$ cat src/rtl/mem_arb_pkg.sv
// mem_arb_pkg: shared types and constants for the memory arbiter.
// Defines FSM states, grant identifiers, timeout limit and the grant picker.
// Optional feature macro: MEM_ARB_TIMEOUT_EN (adds the ERR state).
package mem_arb_pkg;

   typedef enum logic [1:0] {
      IDLE   = 2'd0,
      SCALAR = 2'd1,
      MATRIX = 2'd2
`ifdef MEM_ARB_TIMEOUT_EN
      ,
      ERR    = 2'd3
`endif
   } arb_state_t;

   typedef enum logic {
      SCALAR_G = 1'b0,
      MATRIX_G = 1'b1
   } grant_t;

   localparam int unsigned TIMEOUT_LIMIT = 1023;
   localparam int unsigned TMO_W         = 16;

   // Only meaningful when at least one request is high.
   // On a conflict the side not served last wins.
   function automatic grant_t pick_grant(
      input logic   sreq,
      input logic   mreq,
      input grant_t last
   );
      grant_t g;
      if (sreq && mreq)
         g = (last == MATRIX_G) ? SCALAR_G : MATRIX_G;
      else if (sreq)
         g = SCALAR_G;
      else
         g = MATRIX_G;
      return g;
   endfunction

endpackage

$ cat src/rtl/mem_arb_addr_gen.sv
// mem_arb_addr_gen: strided burst address accumulator.
// Ports: CLK/RST (sync active-high), start loads base/stride,
// advance adds the latched stride, addr is the current beat address.
module mem_arb_addr_gen #(
   parameter int ADDR_W = 32
) (
   input  logic              CLK,
   input  logic              RST,
   input  logic              start,
   input  logic              advance,
   input  logic [ADDR_W-1:0] base,
   input  logic [ADDR_W-1:0] stride,
   output logic [ADDR_W-1:0] addr
);

   logic [ADDR_W-1:0] stride_q;

   // Plain modular addition: crossing 2^ADDR_W wraps silently.
   always_ff @(posedge CLK) begin
      if (RST) begin
         addr     <= '0;
         stride_q <= '0;
      end else if (start) begin
         addr     <= base;
         stride_q <= stride;
      end else if (advance) begin
         addr     <= addr + stride_q;
      end
   end

endmodule

$ cat src/rtl/mem_arbiter.sv
// mem_arbiter: two-requester (scalar / matrix burst) single-port memory arbiter.
// Ports: CLK/RST (sync active-high); sls_* scalar request/done/rdata;
// mls_* burst request, beat ack, done, rdata; mem_* memory strobes/address/data/hit;
// arb_err sticky timeout flag, present only with macro MEM_ARB_TIMEOUT_EN.
module mem_arbiter
   import mem_arb_pkg::*;
#(
   parameter int ADDR_W = 32,
   parameter int DATA_W = 32,
   parameter int BEAT_W = 8
) (
   input  logic              CLK,
   input  logic              RST,
   input  logic              sls_req,
   input  logic              sls_wen,
   input  logic [ADDR_W-1:0] sls_addr,
   input  logic [DATA_W-1:0] sls_wdata,
   output logic              sls_done,
   output logic [DATA_W-1:0] sls_rdata,
   input  logic              mls_req,
   input  logic              mls_wen,
   input  logic [ADDR_W-1:0] mls_base,
   input  logic [ADDR_W-1:0] mls_stride,
   input  logic [BEAT_W-1:0] mls_beats,
   input  logic [DATA_W-1:0] mls_wdata,
   output logic              mls_beat_ack,
   output logic [DATA_W-1:0] mls_rdata,
   output logic              mls_done,
   output logic              mem_ren,
   output logic              mem_wen,
   output logic [ADDR_W-1:0] mem_addr,
   output logic [DATA_W-1:0] mem_wdata,
   input  logic [DATA_W-1:0] mem_rdata,
   input  logic              mem_hit
`ifdef MEM_ARB_TIMEOUT_EN
   ,
   output logic              arb_err
`endif
);

   arb_state_t        state;
   arb_state_t        state_nxt;
   grant_t            last_grant;
   logic              op_wen;
   logic [BEAT_W-1:0] beats_q;
   logic [BEAT_W-1:0] beat_idx;
   logic              any_req;
   logic              grant_s;
   logic              grant_m;
   logic              hit_m;
   logic              last_beat;
   logic [ADDR_W-1:0] burst_addr;

   assign any_req = sls_req | mls_req;

   assign grant_s = (state == IDLE) && any_req &&
                    (pick_grant(sls_req, mls_req, last_grant) == SCALAR_G);

   assign grant_m = (state == IDLE) && any_req &&
                    (pick_grant(sls_req, mls_req, last_grant) == MATRIX_G);

   assign hit_m = (state == MATRIX) && mem_hit;

   // A latched beat count of zero behaves as a single beat.
   assign last_beat = (beats_q == '0) ||
                      (beat_idx == beats_q - BEAT_W'(1));

`ifdef MEM_ARB_TIMEOUT_EN
   logic [TMO_W-1:0] tmo_cnt;
   logic             busy;
   logic             tmo_hit;

   assign busy    = (state == SCALAR) || (state == MATRIX);
   assign tmo_hit = busy && !mem_hit &&
                    (tmo_cnt == TMO_W'(TIMEOUT_LIMIT - 1));

   always_ff @(posedge CLK) begin
      if (RST)
         tmo_cnt <= '0;
      else if (!busy || mem_hit)
         tmo_cnt <= '0;
      else
         tmo_cnt <= tmo_cnt + TMO_W'(1);
   end

   assign arb_err = (state == ERR);
`endif

   // State register.
   always_ff @(posedge CLK) begin
      if (RST)
         state <= IDLE;
      else
         state <= state_nxt;
   end

   // Next-state logic.
   always_comb begin
      state_nxt = state;
      unique case (state)
         IDLE: begin
            if (grant_s)
               state_nxt = SCALAR;
            else if (grant_m)
               state_nxt = MATRIX;
         end
         SCALAR: begin
            if (mem_hit)
               state_nxt = IDLE;
`ifdef MEM_ARB_TIMEOUT_EN
            else if (tmo_hit)
               state_nxt = ERR;
`endif
         end
         MATRIX: begin
            if (mem_hit && last_beat)
               state_nxt = IDLE;
`ifdef MEM_ARB_TIMEOUT_EN
            else if (tmo_hit)
               state_nxt = ERR;
`endif
         end
`ifdef MEM_ARB_TIMEOUT_EN
         ERR:     state_nxt = ERR;
`endif
         default: state_nxt = IDLE;
      endcase
   end

   // Per-grant context, captured on the IDLE grant edge.
   always_ff @(posedge CLK) begin
      if (RST) begin
         last_grant <= MATRIX_G;
         op_wen     <= 1'b0;
         beats_q    <= '0;
         beat_idx   <= '0;
      end else if (grant_s) begin
         last_grant <= SCALAR_G;
         op_wen     <= sls_wen;
      end else if (grant_m) begin
         last_grant <= MATRIX_G;
         op_wen     <= mls_wen;
         beats_q    <= mls_beats;
         beat_idx   <= '0;
      end else if (hit_m) begin
         beat_idx   <= last_beat ? '0 : beat_idx + BEAT_W'(1);
      end
   end

   mem_arb_addr_gen #(
      .ADDR_W (ADDR_W)
   ) u_addr_gen (
      .CLK     (CLK),
      .RST     (RST),
      .start   (grant_m),
      .advance (hit_m),
      .base    (mls_base),
      .stride  (mls_stride),
      .addr    (burst_addr)
   );

   // Output logic: everything zero outside the owning grant state.
   always_comb begin
      mem_ren      = 1'b0;
      mem_wen      = 1'b0;
      mem_addr     = '0;
      mem_wdata    = '0;
      sls_done     = 1'b0;
      sls_rdata    = '0;
      mls_beat_ack = 1'b0;
      mls_rdata    = '0;
      mls_done     = 1'b0;
      unique case (state)
         SCALAR: begin
            mem_ren   = !op_wen;
            mem_wen   = op_wen;
            mem_addr  = sls_addr;
            mem_wdata = sls_wdata;
            sls_done  = mem_hit;
            sls_rdata = mem_hit ? mem_rdata : '0;
         end
         MATRIX: begin
            mem_ren      = !op_wen;
            mem_wen      = op_wen;
            mem_addr     = burst_addr;
            mem_wdata    = mls_wdata;
            mls_beat_ack = mem_hit;
            mls_rdata    = mem_hit ? mem_rdata : '0;
            mls_done     = mem_hit && last_beat;
         end
         default: begin
            mem_ren = 1'b0;
         end
      endcase
   end

endmodule

$ cat config.mk
export PLATFORM = sky130hd
export DESIGN_NAME = mem_arbiter
export DESIGN_NICKNAME = d
export VERILOG_FILES = /design/src/rtl/mem_arb_pkg.sv /design/src/rtl/mem_arb_addr_gen.sv /design/src/rtl/mem_arbiter.sv
export SDC_FILE = /design/constraint.sdc
export NUM_CORES = 1
export LEC_CHECK = 0
export ABC_AREA = 1
export BUFFER_PORTS_ARGS = -buffer_cell sky130_fd_sc_hd__buf_2
export CAP_MARGIN = 30
export CORE_AREA = 2 2 132 134
export CTS_BUF_LIST = sky130_fd_sc_hd__clkbuf_2 sky130_fd_sc_hd__clkbuf_4 sky130_fd_sc_hd__clkbuf_8
export DETAILED_ROUTE_END_ITERATION = 12
export DIE_AREA = 0 0 134 136
export GPL_TIMING_DRIVEN = 0
export HOLD_SLACK_MARGIN = 0.1
export PLACE_DENSITY = 0.84
export SYNTH_ARGS = -nofsm -noshare
export SYNTH_HDL_FRONTEND = slang
export SYNTH_SLANG_ARGS = --single-unit
$ cat constraint.sdc
create_clock -name CLK -period 2.55 [get_ports CLK]
set_input_delay 0.255 -clock CLK [delete_from_list [all_inputs] [get_ports CLK]]
set_output_delay 0.255 -clock CLK [all_outputs]
set_load 0.02 [all_outputs]
==> summary.txt <==
GRT
  • Pin count of the biggest net entering global routing: 16
  • Total Routing Usage GR: 36.1%
  • First-pass GRT wire length: 48900 microns
  • Vias in the first global route: 8561
  • Initial antenna violation count: 4
  • Grt ovf: 0

Logic synthesis
  • Mapped Cells: 1298
  • Syn nets: 1543
  • Dominant cell by count in the synthesized netlist: nand2_1
  • Share of the synthesized area in the top cell type: 23.3%
  • Most common library cells after synthesis: nand2_1, nor2_1, inv_1
  • Sequential share of the synthesized area: 23.3%
  • Post-synth EDFFs: 0
  • Area of the mapped netlist: 7220 sq um
  • Avg Cell Area, Syn: 5.56 sq um
  • Yosys cell types: 40
  • Area contributors post-synth: dfxtp_1, nand2_1, nor2_1
  • Predominant post-synthesis flop cell: dfxtp_1
  • Synth warn: 0
  • Cell taking the most area after synthesis: dfxtp_1
  • Seq cells post-synth: 84
  • Asr flop ratio synth: 0%

Floorplanning
  • IO Count: 340
  • Core ar.: 16900 sq um
  • DIE HEIGHT: 136 microns
  • Starting Density: 42.8%
  • Die Area: 18200 sq um
  • Num rows: 48
  • Chip Width: 134 microns

Route
  • Uppermost layer routed: met5
  • DRC: 0
  • Vias per cell: 5.19
  • Antenna viol nets, final: 0
  • 1st-pass router iterations: 6
  • Vias: 9748
  • Wire per inst: 18.4 microns
  • Initial drt markers: 863
  • Total wire length: 34500 microns
  • Met3 WL: 3250 microns
  • Metal2 WL: 15500 microns
  • Routed length on met1: 13900 microns

STA
  • RSZ-0062 raised after global routing: yes
  • Setup tns final: 0 ns
  • Final setup fails: 0
  • Tcrit/Tclk final: 99.3%
  • Worst slew pin tran: 0.738 ns
  • Final Hold Viols: 0
  • Clk_skew: 0.0188 ns
  • Hold slack final: 0.104 ns
  • Min cycle time layout: 2.53 ns
  • Slew Limit Fails: 0
  • Fmax: 0.395 GHz
  • Relative slew margins: 50.8%

Critical path
  • CP max-delay cell: clkbuf_1
  • Crit-path max FO: 10
  • Worst Path Arrival: 2.28 ns
  • Reg2reg path depth: 15
  • Crit path required time: 2.30 ns
  • CP max stage delay: 0.50 ns
  • CP Launch Type: register
  • CP Class: reg2out
  • FF-to-FF End: u_addr_gen.addr[28]
  • Crit path capture type: output port
  • Cell Chain, Critical Path: inv_1 -> ha_1 -> clkbuf_1 -> nand2_1 -> a21oi_1 -> buf_2
  • Worst Setup SP: state[0]
  • CP endpoint: mem_addr[17]
  • Bufs and invs on worst path: 3
  • Reg-to-Reg Start: u_addr_gen.addr[0]
  • Crit path max-delay family: buffers and inverters
  • Cell depth of the worst setup path: 6
  • Reg2Reg Setup Slack: 0.17 ns

Clock tree
  • Hold_buf cts: 0
  • H-tree depth: 3
  • CTS max path bufs: 2
  • CTS buffer count: 9
  • Clock Latency Late Sink: 0.40 ns
  • Clk sinks: 84
  • CTS tree: done
  • Clk slew on worst S/H paths: 0.10 ns
  • Root Driver: clkbuf_8

Layout
  • Utilization after layout: 56.1%
  • Net count, final: 1891
  • Layout cells sized above 1: 26.0%
  • Area Growth Syn to Fin: 31.2%
  • Non-filler cells, final: 1878

Placement
  • Placed Cells: 1861
  • Placer's final routability congestion estimate: 0.991
  • Count of input and output buffers: 338
  • DP HPWL: 28900 microns

Power
  • Tot Pwr: 8.49 mW
  • Static leakage: 5.24 nW
  • Power per cell area: 897 nW/um^2
  • Peak supply drop: 0.505 mV

Run
  • Max-Cap Viols: 0

Min path
  • Type of the tightest min-delay check: in2reg

Run status
  • Status: finished, final reports clean
[area by class of cell]
cell class / count / area, sq um
Fill cell: 1798 / 7410
Multi-Input combinational cell: 983 / 4670
Timing Repair Buffer: 338 / 1690
Sequential cell: 84 / 1680
Inverter: 177 / 666
Tap cell: 225 / 282
Buffer: 53 / 245
Clock buffer: 9 / 124
Clock inverter: 7 / 98.8
Antenna cell: 2 / 5.00
[sequential cells by signal, summed over array words and instances (netlist names)]
name / cells
beats_q: 8
u_addr_gen.addr: 32
u_addr_gen.stride_q: 32
last_grant: 1
beat_idx: 8
state: 2
op_wen: 1
[power by group]
group,total [mW],internal [mW],switching (mW)
registers,2.14,1.72,0.415
logic,5.21,1.64,3.57
clock network,1.14,0.559,0.583
total,8.49,3.93,4.57
[cell families after synthesis]
| group | synth area share, % |
|---|---|
| AOI/OAI and AO/OA | 17.1 |
| xor gates and xnor gates | 0.486 |
| adders and majority gates | 6.69 |
| buffers and inverters | 12.2 |
| DFF | 23.3 |
| and+or+nand+nor | 40.2 |
[worst reg2reg max path, stage by stage (launching register included)]
cell and delay, ns:
dfxtp_2 0.38, ha_1 0.19, inv_1 0.06, fa_1 0.35, inv_1 0.14, nand3_1 0.09, nand3_1 0.13, nand2_1 0.08
nand2_2 0.13, nand2_1 0.08, nand2_1 0.12, nand2_1 0.14, nand3_1 0.12, nand3_1 0.10, nand2_1 0.08, a21oi_1 0.05
[cell usage in the layout, fill, tap and decap left out, types with 2 or more instances in the layout]
| cell type | synthesis | routed |
|---|---|---|
| inv_6 | 0 | 2 |
| and2_1 | 3 | 3 |
| clkbuf_1 | 39 | 26 |
| bufinv_16 | 0 | 2 |
| inv_2 | 8 | 8 |
| nand2_1 | 391 | 389 |
| nor2_1 | 208 | 207 |
| clkbuf_2 | 0 | 8 |
| o2111ai_1 | 7 | 7 |
| a22o_1 | 5 | 5 |
| nand3b_1 | 2 | 2 |
| nor3_1 | 3 | 3 |
| dfxtp_1 | 84 | 83 |
| diode_2 | 0 | 2 |
| clkbuf_4 | 0 | 4 |
| nor2_2 | 3 | 4 |
| a31oi_1 | 6 | 6 |
| nor3_2 | 2 | 2 |
| o21a_1 | 2 | 2 |
| nand4_1 | 6 | 6 |
| xnor2_1 | 3 | 3 |
| buf_2 | 9 | 351 |
| o211ai_1 | 2 | 2 |
| or2_2 | 16 | 16 |
| a21oi_1 | 136 | 134 |
| o221ai_1 | 3 | 3 |
| inv_1 | 168 | 168 |
| clkinv_2 | 1 | 2 |
| o21ai_0 | 55 | 55 |
| o21ai_1 | 4 | 4 |
| a21oi_2 | 1 | 3 |
| buf_4 | 1 | 2 |
| ha_1 | 37 | 36 |
| nand2_2 | 7 | 9 |
| nor2_4 | 2 | 2 |
| o21bai_1 | 3 | 3 |
| nand3_1 | 69 | 69 |
| clkbuf_8 | 0 | 9 |
[how the worst min path moves through the flow]
| stage | to | startpoint | slack, ns | cells after the start |
|---|---|---|---|---|
| 6_report | u_addr_gen.stride_q[7] | mls_stride[7] | 0.10 | 3 |
| 5_1_grt | u_addr_gen.stride_q[6] | mls_stride[6] | 0.12 | 3 |
| 2_1_floorplan | op_wen | mls_wen | 0.41 | 2 |
| 4_1_cts | u_addr_gen.stride_q[28] | mls_stride[28] | 0.10 | 3 |
| 3_5_place_dp | last_grant | last_grant | 0.47 | 2 |
| 3_3_place_gp | last_grant | last_grant | 0.46 | 2 |
[stage by stage]
step / setup slack [ns] / cell area [sq um]
after floorplan: 0.674 / 7220
after global placement: -0.0178 / 9190
after detailed placement: -0.0238 / 9190
after CTS: 0.00144 / 9420
after global routing: -0.0822 / 9460
final: 0.0166 / 9470
[layer usage]
| layer | vias to the layer above | track usage, % |
|---|---|---|
| met3 | 86 | 8.09 |
| met1 | 4323 | 45.2 |
| met5 | - | 0 |
| met2 | 539 | 57.6 |
| li1 | 4794 | - |
| met4 | 6 | 20.3 |
[repair_timing]
| item | CTS | global route |
|---|---|---|
| pin swaps | 0 | 0 |
| resized for setup | 11 | 28 |
| buffers inserted | 0 | 0 |
| endpoints found under the setup margin | 39 | 15 |
Note: power is estimated with default switching activity, not from simulation.
